File: config.mk
export PLATFORM = sky130hd
export DESIGN_NAME = door_input_conditioner
export DESIGN_NICKNAME = d
export VERILOG_FILES = /design/src/rtl/door_pkg.sv /design/src/rtl/door_debouncer.sv /design/src/rtl/door_input_conditioner.sv
export SDC_FILE = /design/constraint.sdc
export NUM_CORES = 1
export LEC_CHECK = 0
export ABC_AREA = 1
export CAP_MARGIN = 20
export CORE_MARGIN = 3
export CORE_UTILIZATION = 38
export CTS_BUF_LIST = sky130_fd_sc_hd__clkbuf_8
export CTS_CLUSTER_SIZE = 25
export DETAILED_ROUTE_END_ITERATION = 10
export PLACE_DENSITY = 0.58
export SETUP_SLACK_MARGIN = 0.1
export SLEW_MARGIN = 20
export SYNTH_ARGS = -nofsm -noshare
export SYNTH_HDL_FRONTEND = slang
export SYNTH_HIERARCHICAL = 1
export SYNTH_SLANG_ARGS = --single-unit
File: constraint.sdc
create_clock -name CLK -period 1.77 [get_ports CLK]
set_input_delay 0.354 -clock CLK [delete_from_list [all_inputs] [get_ports CLK]]
set_output_delay 0.354 -clock CLK [all_outputs]
set_load 0.01 [all_outputs]
File: src/rtl/door_pkg.sv
// Shared constants for the door controller front end: button FSM encodings
// and the default synchroniser / debounce depths.
package door_pkg;

  localparam int DEBOUNCE_CYCLES_DEF = 4;
  localparam int SYNC_STAGES_DEF     = 2;

  typedef logic [1:0] btn_state_t;

  localparam btn_state_t BTN_IDLE  = 2'b00;
  localparam btn_state_t BTN_PULSE = 2'b01;
  localparam btn_state_t BTN_HELD  = 2'b10;

endpackage

File: src/rtl/door_debouncer.sv
// One input channel: SYNC_STAGES-deep synchroniser followed by a counter
// debouncer that only accepts a level held for DEBOUNCE_CYCLES samples.
module door_debouncer
  import door_pkg::*;
#(
  parameter int DEBOUNCE_CYCLES = DEBOUNCE_CYCLES_DEF,
  parameter int SYNC_STAGES     = SYNC_STAGES_DEF
) (
  input  logic CLK,
  input  logic RST,
  input  logic din,
  output logic dout
);

  localparam int             CW       = (DEBOUNCE_CYCLES > 1) ? $clog2(DEBOUNCE_CYCLES) : 1;
  localparam logic [CW-1:0]  CNT_LAST = CW'(DEBOUNCE_CYCLES - 1);
  localparam logic [CW-1:0]  CNT_ONE  = CW'(1);

  logic [SYNC_STAGES-1:0] sync_r;
  logic                   sample_s;
  logic                   stable_r;
  logic [CW-1:0]          cnt_r;

  assign sample_s = sync_r[SYNC_STAGES-1];
  assign dout     = stable_r;

  // Metastability chain for the asynchronous raw input.
  always_ff @(posedge CLK or negedge RST) begin
    if (!RST) begin
      sync_r <= '0;
    end else begin
      sync_r <= {sync_r[SYNC_STAGES-2:0], din};
    end
  end

  // Any agreeing sample restarts the count, so short glitches never toggle the level.
  always_ff @(posedge CLK or negedge RST) begin
    if (!RST) begin
      stable_r <= 1'b0;
      cnt_r    <= '0;
    end else if (sample_s == stable_r) begin
      cnt_r    <= '0;
    end else if (cnt_r == CNT_LAST) begin
      stable_r <= ~stable_r;
      cnt_r    <= '0;
    end else begin
      cnt_r    <= cnt_r + CNT_ONE;
    end
  end

endmodule

File: src/rtl/door_input_conditioner.sv
// Conditions the push-button and both limit switches for the door controller:
// one Activate pulse per debounced press, clean limit levels, sensor fault flag.
module door_input_conditioner
  import door_pkg::*;
#(
  parameter int DEBOUNCE_CYCLES = DEBOUNCE_CYCLES_DEF,
  parameter int SYNC_STAGES     = SYNC_STAGES_DEF
) (
  input  logic CLK,
  input  logic RST,
  input  logic Btn_Raw,
  input  logic Up_Sw_Raw,
  input  logic Dn_Sw_Raw,
  output logic Activate,
  output logic Up_Max,
  output logic Dn_Max,
  output logic Sensor_Fault
);

  logic       db_btn_s;
  btn_state_t state_r;
  btn_state_t state_nxt_s;
  logic       act_nxt_s;

  door_debouncer #(.DEBOUNCE_CYCLES(DEBOUNCE_CYCLES), .SYNC_STAGES(SYNC_STAGES)) u_btn_db (
    .CLK(CLK), .RST(RST), .din(Btn_Raw), .dout(db_btn_s)
  );

  door_debouncer #(.DEBOUNCE_CYCLES(DEBOUNCE_CYCLES), .SYNC_STAGES(SYNC_STAGES)) u_up_db (
    .CLK(CLK), .RST(RST), .din(Up_Sw_Raw), .dout(Up_Max)
  );

  door_debouncer #(.DEBOUNCE_CYCLES(DEBOUNCE_CYCLES), .SYNC_STAGES(SYNC_STAGES)) u_dn_db (
    .CLK(CLK), .RST(RST), .din(Dn_Sw_Raw), .dout(Dn_Max)
  );

  // Button FSM state register.
  always_ff @(posedge CLK or negedge RST) begin
    if (!RST) begin
      state_r <= BTN_IDLE;
    end else begin
      state_r <= state_nxt_s;
    end
  end

  // A new pulse needs a debounced release back to idle first.
  always_comb begin
    state_nxt_s = BTN_IDLE;
    case (state_r)
      BTN_IDLE: begin
        if (db_btn_s) state_nxt_s = BTN_PULSE;
        else          state_nxt_s = BTN_IDLE;
      end
      BTN_PULSE: state_nxt_s = BTN_HELD;
      BTN_HELD: begin
        if (db_btn_s) state_nxt_s = BTN_HELD;
        else          state_nxt_s = BTN_IDLE;
      end
      default: state_nxt_s = BTN_IDLE;
    endcase
  end

  // A press during a sensor fault is consumed without a pulse.
  always_comb begin
    act_nxt_s = 1'b0;
    case (state_r)
      BTN_PULSE: act_nxt_s = ~Sensor_Fault;
      default:   act_nxt_s = 1'b0;
    endcase
  end

  // Registered outputs toward the controller.
  always_ff @(posedge CLK or negedge RST) begin
    if (!RST) begin
      Activate     <= 1'b0;
      Sensor_Fault <= 1'b0;
    end else begin
      Activate     <= act_nxt_s;
      Sensor_Fault <= Up_Max & Dn_Max;
    end
  end

endmodule

==> out/results.ini <==
[outcome]
status = completed

[critical_path]
crit_slowest_cell = clkdlybuf4s50_1
worst-path-buf-inv = 1
r2r_setup_slack_ns = 0.79
worstPathCellList = clkdlybuf4s50_1
critical_path.reg2reg.startpoint = u_dn_db/cnt_r[0]
critPathRequiredTime_ns = 1.42
critPathLaunchType = flip-flop
r2r_cells = 3
timing.rr.end = u_dn_db/cnt_r[0]
crit_path_end_kind = output pin
cpLargestDelayFamily = buffers and inverters
cp_max_fo = 4
cp.arrival_ns = 1.18
path_class = reg2out
critPathMaxStageDelay_ns = 0.55

[drt]
vias = 410
initialDrtViolationCount = 2
wl_um = 783
drtAntennaViolNets = 0
drc_errors = 0
viasPerCell = 4.020
drtPass1Iterations = 3
wl_per_cell_um = 7.676

[grt]
grt_max_degree = 20
grt_overflow = 0
antenna_found_initial = 0
grt_usage_pct = 8.202
grt_pass1_wl_um = 1455
grt_pass1_vias = 346

[logic_synthesis]
synth.most_common_cell = dfrtp_1
synth.largest_area_cell = dfrtp_1
synth_flop_cell = dfrtp_1
netlist.area_leader.share_pct = 68.72
netlist_area_um2 = 691.9
ys_seq_area_share_pct = 68.72
yosys_warnings = 6
syn_nets = 73
syn_area_per_cell_um2 = 10.64
synth_edf_count = 0
synthCells = 65
ys_ff_latch = 19
synthTopCellsByArea = dfrtp_1 (69%), nand2_1 (8.1%), inv_1 (6.5%)
synth_cell_types = 10
synth_common_cells = dfrtp_1 (19), nand2_1 (15), inv_1 (12)
async_flop_share_pct = 100.0

[placed_design]
hpwl_um = 605.6
gp_congestion = 0.6173
port-buffer-count = 8

[clocking]
clock_latency_ns = 0.25
htreeDepth = 1
hold_buffers = 0
cts.sink_count = 19
post_cts_resize_count = 0
post_cts_buffers = 0
clockBufferDepth = 2
tritoncts = yes
cts_buffers = 3
cts_root_buffer = clkbuf_8
path_clk_slew_ns = 0.07

[floorplan]
dieArea_mm2 = 0.002369
fp.dieH_um = 48.67
rows = 14
core_mm2 = 0.001612
die_x_um = 48.67
ioPinCount = 9
start_util_pct = 42.93

[final_layout]
syn2layout_area_growth_pct = 23.69
fin_util_pct = 53.11
nets = 87
nFillCells = 149
drive_above_1_share_pct = 8.974
diodes = 0

[hold_path]
hold-path-endpoint = u_dn_db/sync_r[1]
worstHoldPathType = reg2reg
worstHoldStart = u_dn_db/sync_r[0]
whs_path_depth = 0

[timing]
drv_slew = 0
period_needed_ns = 1.533
worst_pin_slew_ns = 0.2304
setup_viol = 0
relSlewSlack_pct = 84.64
period_share_pct = 86.58
final.setup_skew_ns = 0.002703
hold_viol_final = 0
fmax_mhz = 652.5
rsz0062_at_grt = false
setup_tns_ns = 0

[pwr]
leakage_nw = 0.4464
max-vdd-ir-drop_mv = 0.5639
cellPowerDensity_mw_per_mm2 = 1468

[job]
cap_violations = 0

-- registers in the layout, summed over array words and instances (netlist names) --
| register | cells |
|---|---|
| Activate | 1 |
| Sensor_Fault | 1 |
| state_r | 2 |
| u_btn_db/cnt_r | 2 |
| u_btn_db/dout | 1 |
| u_btn_db/sync_r | 2 |
| u_dn_db/cnt_r | 2 |
| u_dn_db/dout | 1 |
| u_dn_db/sync_r | 2 |
| u_up_db/cnt_r | 2 |
| u_up_db/dout | 1 |
| u_up_db/sync_r | 2 |
-- metal layers --
layer	track usage (%)	share of wire [%]	up-vias	routed length, um
li1	-	-	217	-
met1	10.74	53	184	417
met4	4.265	0	0	0
met3	3.988	6.1	0	48
met5	0	0	-	0
met2	11.09	40	9	317
-- power by group --
group	total (mW)	switching [mW]	internal, mW	leakage (nW)
Combinational	0.339	0.168	0.171	0.183
Clock	0.282	0.126	0.156	0.0255
Sequential	0.636	0.0712	0.565	0.237
-- worst max path at each step --
stage	start	endpoint	slack (ns)	depth (start not counted)
4_1_cts	u_dn_db/dout	Dn_Max	0.22	1
3_5_place_dp	u_up_db/dout	Up_Max	0.50	1
2_1_floorplan	u_btn_db/cnt_r[0]	u_btn_db/cnt_r[0]	0.85	3
3_3_place_gp	u_dn_db/dout	Dn_Max	0.51	1
6_report	u_dn_db/dout	Dn_Max	0.24	1
5_1_grt	u_dn_db/dout	Dn_Max	0.15	1
-- layout by cell type, fill, tap and decap left out --
master,synthesis,routed
clkdlybuf4s50_1,0,8
ha_1,3,3
or2_0,3,3
clkbuf_8,0,3
nand3_1,1,1
nand2_1,15,15
nor2_1,7,7
buf_4,0,1
nand2_2,1,1
clkinv_2,0,1
inv_1,12,12
o21ai_0,3,3
dfrtp_1,19,19
nor2_2,1,1
-- cell type report --
class | count | area (um^2) | area share [%]
Clock inverter | 1 | 5.005 | 0.5848
Multi-Input combinational cell | 34 | 171.4 | 20.03
Timing Repair Buffer | 9 | 87.58 | 10.23
Sequential cell | 19 | 475.5 | 55.56
Inverter | 12 | 45.04 | 5.263
Tap cell | 24 | 30.03 | 3.509
Clock buffer | 3 | 41.29 | 4.825
-- worst register-to-register path, delay by kind of cell, from the launching register on --
kind	cells	cell delay (ns)
fa+ha+maj	1	0.22
flops	1	0.38
simple gates	2	0.32
-- stage by stage --
step	cell area (um^2)	total power [mW]	setup WS (ns)	std cells	hold WS, ns
after global routing	855.8	1.371	0.1538	102	0.3589
after global placement	809.5	0.9835	0.5079	98	0.3342
after CTS	855.8	1.282	0.2228	102	0.3533
final	855.8	1.257	0.2375	102	0.3486
after detailed placement	809.5	0.9906	0.5042	98	0.3371
after floorplan	691.9	0.8542	0.8482	65	0.05841
-- kinds of logic after synthesis --
group,after synthesis,share of synthesized area [%]
simple gates,28,17.18
flops,19,68.72
buf+inv,12,6.509
compound gates,3,2.169
fa+ha+maj,3,5.426
No activity file was read; power rests on OpenSTA's default activity.
